File: config.mk
export PLATFORM = sky130hd
export DESIGN_NAME = async_sram_ctrl_flat
export DESIGN_NICKNAME = d
export VERILOG_FILES = /design/src/rtl/async_sram_ctrl_pkg.sv /design/src/rtl/async_sram_ctrl_if.sv /design/src/rtl/async_sram_ctrl.sv /design/src/flat_wrapper.sv
export SDC_FILE = /design/constraint.sdc
export NUM_CORES = 1
export LEC_CHECK = 0
export BUFFER_PORTS_ARGS = -buffer_cell sky130_fd_sc_hd__buf_4
export CAP_MARGIN = 20
export CORE_ASPECT_RATIO = 0.7
export CORE_MARGIN = 8
export CORE_UTILIZATION = 35
export CTS_CLUSTER_DIAMETER = 80
export DETAILED_ROUTE_END_ITERATION = 10
export RECOVER_POWER = 50
export SETUP_SLACK_MARGIN = 0.3
export SLEW_MARGIN = 15
export SYNTH_ARGS = -nofsm -noshare
export SYNTH_HDL_FRONTEND = slang
export SYNTH_SLANG_ARGS = --single-unit
File: constraint.sdc
create_clock -name clk -period 3.3 [get_ports clk]
set_clock_uncertainty 0.05 [all_clocks]
set_input_delay 0.99 -clock clk [delete_from_list [all_inputs] [get_ports clk]]
set_output_delay 0.99 -clock clk [all_outputs]
set_load 0.03 [all_outputs]
File: src/rtl/async_sram_ctrl_pkg.sv
// Shared definitions for the async SRAM controller and its PHY: state encoding,
// default bus widths and the legal read wait-state range.
package async_sram_ctrl_pkg;

    localparam int W_ADDR_DFLT     = 18;
    localparam int W_DATA_DFLT     = 16;
    localparam int READ_CYCLES_MIN = 1;
    localparam int READ_CYCLES_MAX = 15;
    localparam int W_CNT           = 4;

    typedef enum logic [2:0] {
        ST_IDLE      = 3'd0,
        ST_RD        = 3'd1,
        ST_WR_SETUP  = 3'd2,
        ST_WR_STROBE = 3'd3,
        ST_WR_HOLD   = 3'd4
    } state_e;

    function automatic bit read_cycles_ok(input int rc);
        return (rc >= READ_CYCLES_MIN) && (rc <= READ_CYCLES_MAX);
    endfunction

endpackage

File: src/rtl/async_sram_ctrl_if.sv
// Word request/response channel between a single requester and the SRAM controller.
interface async_sram_ctrl_if #(
    parameter int W_ADDR = async_sram_ctrl_pkg::W_ADDR_DFLT,
    parameter int W_DATA = async_sram_ctrl_pkg::W_DATA_DFLT
) ();

    logic                  req_valid;
    logic                  req_ready;
    logic                  req_write;
    logic [W_ADDR-1:0]     req_addr;
    logic [W_DATA-1:0]     req_wdata;
    logic [W_DATA/8-1:0]   req_wmask;
    logic                  resp_valid;
    logic [W_DATA-1:0]     resp_rdata;

    modport master (
        output req_valid, req_write, req_addr, req_wdata, req_wmask,
        input  req_ready, resp_valid, resp_rdata
    );

    modport slave (
        input  req_valid, req_write, req_addr, req_wdata, req_wmask,
        output req_ready, resp_valid, resp_rdata
    );

endinterface

File: src/rtl/async_sram_ctrl.sv
// Sequences word reads/writes into registered ctrl_* strobes for the async SRAM PHY,
// owning read wait-states, the write strobe and DQ turnaround.
module async_sram_ctrl
    import async_sram_ctrl_pkg::*;
#(
    parameter int W_ADDR      = W_ADDR_DFLT,
    parameter int W_DATA      = W_DATA_DFLT,
    parameter int READ_CYCLES = 2
) (
    input  logic                clk,
    input  logic                rst,
    async_sram_ctrl_if.slave    bus,
    output logic [W_ADDR-1:0]   ctrl_addr,
    output logic [W_DATA-1:0]   ctrl_dq_out,
    output logic [W_DATA-1:0]   ctrl_dq_oe,
    input  logic [W_DATA-1:0]   ctrl_dq_in,
    output logic                ctrl_ce_n,
    output logic                ctrl_we_n,
    output logic                ctrl_oe_n,
    output logic [W_DATA/8-1:0] ctrl_byte_n
);

    localparam int W_BE = W_DATA / 8;

    if (!read_cycles_ok(READ_CYCLES)) begin : g_bad_read_cycles
        $error("async_sram_ctrl: READ_CYCLES=%0d outside %0d..%0d",
               READ_CYCLES, READ_CYCLES_MIN, READ_CYCLES_MAX);
    end
    if ((W_DATA % 8) != 0 || W_DATA == 0) begin : g_bad_w_data
        $error("async_sram_ctrl: W_DATA=%0d is not a multiple of 8", W_DATA);
    end

    state_e            state, state_nxt;
    logic [W_CNT-1:0]  cnt, cnt_nxt;
    logic [W_ADDR-1:0] addr_nxt;
    logic [W_DATA-1:0] dq_out_nxt;
    logic [W_BE-1:0]   byte_n_nxt;
    logic              ce_n_nxt, we_n_nxt, oe_n_nxt;
    logic              dq_oe_q, dq_oe_nxt;
    logic              resp_valid_q, resp_valid_nxt;
    logic [W_DATA-1:0] resp_rdata_q, resp_rdata_nxt;

    // A single enable bit fans out to every lane, so the lanes can never disagree.
    assign ctrl_dq_oe     = {W_DATA{dq_oe_q}};
    assign bus.req_ready  = (state == ST_IDLE) && !rst;
    assign bus.resp_valid = resp_valid_q;
    assign bus.resp_rdata = resp_rdata_q;

    always_comb begin
        state_nxt      = state;
        cnt_nxt        = cnt;
        addr_nxt       = ctrl_addr;
        dq_out_nxt     = ctrl_dq_out;
        byte_n_nxt     = ctrl_byte_n;
        ce_n_nxt       = 1'b1;
        we_n_nxt       = 1'b1;
        oe_n_nxt       = 1'b1;
        dq_oe_nxt      = 1'b0;
        resp_valid_nxt = 1'b0;
        resp_rdata_nxt = resp_rdata_q;

        case (state)
            ST_IDLE: begin
                if (bus.req_valid) begin
                    addr_nxt = bus.req_addr;
                    ce_n_nxt = 1'b0;
                    if (bus.req_write) begin
                        state_nxt  = ST_WR_SETUP;
                        byte_n_nxt = ~bus.req_wmask;
                        dq_out_nxt = bus.req_wdata;
                    end else begin
                        state_nxt  = ST_RD;
                        byte_n_nxt = '0;
                        oe_n_nxt   = 1'b0;
                        cnt_nxt    = W_CNT'(READ_CYCLES);
                    end
                end
            end
            ST_RD: begin
                ce_n_nxt = 1'b0;
                oe_n_nxt = 1'b0;
                if (cnt == '0) begin
                    // CE/OE linger through the following IDLE cycle so a
                    // back-to-back read keeps OE asserted without a gap.
                    state_nxt      = ST_IDLE;
                    resp_valid_nxt = 1'b1;
                    resp_rdata_nxt = ctrl_dq_in;
                end else begin
                    cnt_nxt = cnt - W_CNT'(1);
                end
            end
            ST_WR_SETUP: begin
                state_nxt = ST_WR_STROBE;
                ce_n_nxt  = 1'b0;
                we_n_nxt  = 1'b0;
                dq_oe_nxt = 1'b1;
            end
            ST_WR_STROBE: begin
                state_nxt = ST_WR_HOLD;
                ce_n_nxt  = 1'b0;
                dq_oe_nxt = 1'b1;
            end
            ST_WR_HOLD: begin
                state_nxt = ST_IDLE;
            end
            default: begin
                state_nxt = ST_IDLE;
            end
        endcase
    end

    always_ff @(posedge clk) begin
        if (rst) begin
            state        <= ST_IDLE;
            cnt          <= '0;
            ctrl_addr    <= '0;
            ctrl_dq_out  <= '0;
            ctrl_byte_n  <= '1;
            ctrl_ce_n    <= 1'b1;
            ctrl_we_n    <= 1'b1;
            ctrl_oe_n    <= 1'b1;
            dq_oe_q      <= 1'b0;
            resp_valid_q <= 1'b0;
            resp_rdata_q <= '0;
        end else begin
            state        <= state_nxt;
            cnt          <= cnt_nxt;
            ctrl_addr    <= addr_nxt;
            ctrl_dq_out  <= dq_out_nxt;
            ctrl_byte_n  <= byte_n_nxt;
            ctrl_ce_n    <= ce_n_nxt;
            ctrl_we_n    <= we_n_nxt;
            ctrl_oe_n    <= oe_n_nxt;
            dq_oe_q      <= dq_oe_nxt;
            resp_valid_q <= resp_valid_nxt;
            resp_rdata_q <= resp_rdata_nxt;
        end
    end

endmodule

File: src/flat_wrapper.sv
// flat-port wrapper written by rule: the top's interface ports become plain ports
module async_sram_ctrl_flat import async_sram_ctrl_pkg::*;
#(
    parameter int W_ADDR      = W_ADDR_DFLT,
    parameter int W_DATA      = W_DATA_DFLT,
    parameter int READ_CYCLES = 2
)
  (clk, rst, ctrl_addr, ctrl_dq_out, ctrl_dq_oe, ctrl_dq_in, ctrl_ce_n, ctrl_we_n, ctrl_oe_n, ctrl_byte_n, bus_req_valid, bus_req_write, bus_req_addr, bus_req_wdata, bus_req_wmask, bus_req_ready, bus_resp_valid, bus_resp_rdata);
  async_sram_ctrl_if #(.W_ADDR(W_ADDR), .W_DATA(W_DATA)) bus_i ();
  input  logic clk;
  input  logic rst;
  output logic [W_ADDR-1:0] ctrl_addr;
  output logic [W_DATA-1:0] ctrl_dq_out;
  output logic [W_DATA-1:0] ctrl_dq_oe;
  input  logic [W_DATA-1:0] ctrl_dq_in;
  output logic ctrl_ce_n;
  output logic ctrl_we_n;
  output logic ctrl_oe_n;
  output logic [W_DATA/8-1:0] ctrl_byte_n;
  input wire logic [$bits(bus_i.req_valid)-1:0] bus_req_valid;
  input wire logic [$bits(bus_i.req_write)-1:0] bus_req_write;
  input wire logic [$bits(bus_i.req_addr)-1:0] bus_req_addr;
  input wire logic [$bits(bus_i.req_wdata)-1:0] bus_req_wdata;
  input wire logic [$bits(bus_i.req_wmask)-1:0] bus_req_wmask;
  output wire logic [$bits(bus_i.req_ready)-1:0] bus_req_ready;
  output wire logic [$bits(bus_i.resp_valid)-1:0] bus_resp_valid;
  output wire logic [$bits(bus_i.resp_rdata)-1:0] bus_resp_rdata;
  assign bus_i.req_valid = bus_req_valid;
  assign bus_i.req_write = bus_req_write;
  assign bus_i.req_addr = bus_req_addr;
  assign bus_i.req_wdata = bus_req_wdata;
  assign bus_i.req_wmask = bus_req_wmask;
  assign bus_req_ready = bus_i.req_ready;
  assign bus_resp_valid = bus_i.resp_valid;
  assign bus_resp_rdata = bus_i.resp_rdata;
  async_sram_ctrl #(.W_ADDR(W_ADDR), .W_DATA(W_DATA), .READ_CYCLES(READ_CYCLES)) u_core (.clk(clk), .rst(rst), .bus(bus_i), .ctrl_addr(ctrl_addr), .ctrl_dq_out(ctrl_dq_out), .ctrl_dq_oe(ctrl_dq_oe), .ctrl_dq_in(ctrl_dq_in), .ctrl_ce_n(ctrl_ce_n), .ctrl_we_n(ctrl_we_n), .ctrl_oe_n(ctrl_oe_n), .ctrl_byte_n(ctrl_byte_n));
endmodule
==> results by group <==
Die
  • FP Rows: 26
  • I/O Pins: between 100 and 150
  • Core ar.: a little over 7000 um2
  • Die height: between 80 and 90 um
  • Die width: ~120 um
  • Full die area: 10400 um2
  • Initial core utilization: 35.6%

Detailed routing
  • Routed Antenna Nets: 0
  • Vias per cell: 4.43
  • Drt drc: 0
  • Detailed Routing Iterations Pass 1: 4
  • 1st-iter DRT viols: 82
  • Wire per inst: around 13 um
  • DR vias: around 2200
  • Drt total wl: around 6.7 mm

Pwr
  • Worst VDD drop: 0.230 mV
  • Clock power share: roughly a third
  • Seq pwr share: between 40% and 50%
  • Final Power: approximately 0.0018 W
  • Pwr Density: between 500 and 600 nW/um2
  • Internal Power: 0.00126 W
  • Comb power frac: 21.1%
  • Sw Pwr: roughly 0.00057 W
  • Switching part of the total power: between 30 and 40%
  • LEAKAGE: approximately 1.4 nW

Worst setup path
  • CP Launch Type: primary input
  • Critical path, cell by cell: clkbuf_1 -> clkbuf_2 -> nor2_1 -> and2_0 -> nand2b_1
  • CP delay by family, top: buffers and inverters
  • Slowest library cell on the worst path: clkbuf_2
  • Crit Path Category: primary input to register
  • CP Max Fanout: 61
  • Delay of the slowest critical-path stage: about 1.1 ns
  • Worst EP required: around 3.5 ns
  • Crit end category: register
  • CP bufs+invs: 2
  • Arrival time worst endpoint: about 2.7 ns

STA
  • Setup TNS: 0 ns
  • Rel. slew slack: roughly 5.7%
  • Max Fclk: ~400 MHz
  • Final Max Tran Viols: 0
  • Hold Slack: around 0.4 ns
  • Endpoints failing hold: 0
  • Period utilization: 75.3%
  • RSZ-0062 raised after global routing: false
  • Final setup margin: 0.814 ns
  • Tightest Pin Transition: 1.41 ns
  • Minimum clock period: 2.49 ns
  • Final setup vio count: 0

Logic synthesis
  • Commonest cells in the synthesized netlist: nand2_1, dfxtp_1, a21oi_1
  • Ys flop type: dfxtp_1
  • Post-Synthesis Cells: 300
  • Synth unique cells: 33
  • Most frequent cell after synthesis: nand2_1
  • Share of the synthesized area in the top cell type: approximately 50%
  • Ys async rst share: 0%
  • Post-synth EDFFs: 0
  • Ys Warns: 0
  • Register area share after synthesis: around 50%
  • Synth Register Bits: 64
  • Mean post-synth cell area: between 8 and 9 um2
  • Mapped cell area: roughly 2600 um2
  • Mapped Nets: roughly 360
  • Synth area leaders: dfxtp_1, nand2_1, a21oi_1
  • Largest area contributor in the netlist: dfxtp_1

Clock network
  • Clk sinks: 64
  • CTS root buf: clkbuf_8
  • Hold_buf cts: 0
  • Clk buf depth: 2
  • Reg clk slew, reported paths: 0.07 ns
  • CTS tree: yes
  • Htree depth: 3
  • Cts bufs inserted: 9
  • # resized after CTS: 0
  • Post-CTS setup buffer count: 0
  • Worst-skew pair later-pin latency: between 0.3 and 0.4 ns

Min path
  • Worst hold path type: register to register

Global routing
  • Total GRT Usage: 12.9%
  • First-pass GRT wire length: approximately 11 mm
  • Total grt overflow: 0
  • Largest net degree at the start of global routing: between 60 and 70
  • Vias in the first global route: between 2000 and 2500
  • Antenna violations before repair: 0

Finish
  • Final Instance Count excl. Fillers: 507
  • Layout cells sized above 1: between 30% and 40%
  • Layout area overhead: 34.6%
  • Multi-input gate area in the final layout: slightly above 1000 um2
  • FILL cells: 753
  • Diode count: 0
  • # nets final: about 460
  • Sequential Area: roughly 1300 um2

Placement
  • Post-DP HPWL: about 4.8 mm
  • IO buf count: ~130
  • Routability cong.: about 0.72
  • Pre-CTS setup slack: slightly below 0.8 ns
  • DP Cell Count: a little under 500

Status
  • Run status: finished, final reports clean

Run
  • Max-cap violation count: 0
## metal layers
| layer | part of all wire [%] | global-route usage [%] |
|---|---|---|
| met4 | 0.54 | 2.43 |
| met5 | 0 | 0 |
| met2 | 41 | 18.6 |
| met1 | 45 | 15.0 |
| met3 | 14 | 9.98 |
## placed cells by master (no fill, tap or decap), types with 2 or more instances in the layout
master	instances
and2_1	2
clkbuf_8	10
inv_1	2
nor3b_1	2
nand2_1	92
and3_1	2
clkinvlp_4	3
nand2b_1	2
a211o_1	2
clkbuf_1	34
a21oi_2	10
o21ai_0	4
nand2_2	10
clkinv_2	2
a21oi_1	46
nand3b_1	2
nor2_1	7
dfxtp_1	64
ha_1	2
buf_4	95
## final cells by class
class	instances	share of cell area [%]
flip-flops and latches	64	37.1
clock buffers	11	4.10
clock inverters	5	0.943
well taps	98	3.55
repair buffers	129	24.4
inverters	2	0.218
multi-input cells	198	29.6
## through the flow
step                      utilization (%)  instance area (um2)
after CTS                            49.8                 3580
after floorplan                         -                 2570
after detailed placement             47.4                 3410
final                                48.0                 3450
after global routing                 48.0                 3450
after global placement               47.4                 3410
## logic make-up after synthesis
logic type | count (synthesis) | share of synthesized area, %
AOI/OAI and AO/OA | 65 | 14.9
adders and majority gates | 2 | 0.976
buffers and inverters | 38 | 10.2
DFF | 64 | 50.0
and+or+nand+nor | 131 | 23.9
## path summary, 6_finish.rpt
check,from,to,slack [ns],cells after the start
worst max-delay path,rst,u_core.ctrl_we_n,0.81,5
worst min-delay path,u_core.ctrl_addr[2],u_core.ctrl_addr[2],0.40,2
worst max register to register,u_core.cnt[0],u_core.bus.resp_rdata[8],1.48,6
worst min register to register,u_core.ctrl_addr[2],u_core.ctrl_addr[2],0.40,2
## registers in the layout, indices dropped and copies added (netlist names)
| signal | count |
|---|---|
| u_core.state | 3 |
| u_core.ctrl_we_n | 1 |
| u_core.ctrl_ce_n | 1 |
| u_core.bus.resp_valid | 1 |
| u_core.dq_oe_q | 1 |
| u_core.ctrl_dq_out | 16 |
| u_core.ctrl_oe_n | 1 |
| u_core.ctrl_addr | 18 |
| u_core.ctrl_byte_n | 2 |
| u_core.cnt | 4 |
| u_core.bus.resp_rdata | 16 |
## worst min-delay path, stage by stage, from the launching register on
cell and delay (ns):
dfxtp_1 0.31, nand2_1 0.05, a21oi_1 0.05
## power groups by stage
| stage | clock (W) | combinational [W] | sequential (W) |
|---|---|---|---|
| global placement | 0 | 0.000408 | 0.000873 |
| floorplan | 0 | 0.000191 | 0.000952 |
| global route | 0.000657 | 0.000421 | 0.000864 |
| finish | 0.000586 | 0.000385 | 0.000857 |
| detailed placement | 0 | 0.000413 | 0.000875 |
| CTS | 0.000612 | 0.000413 | 0.000857 |
Power figures use the tool's default switching activity.
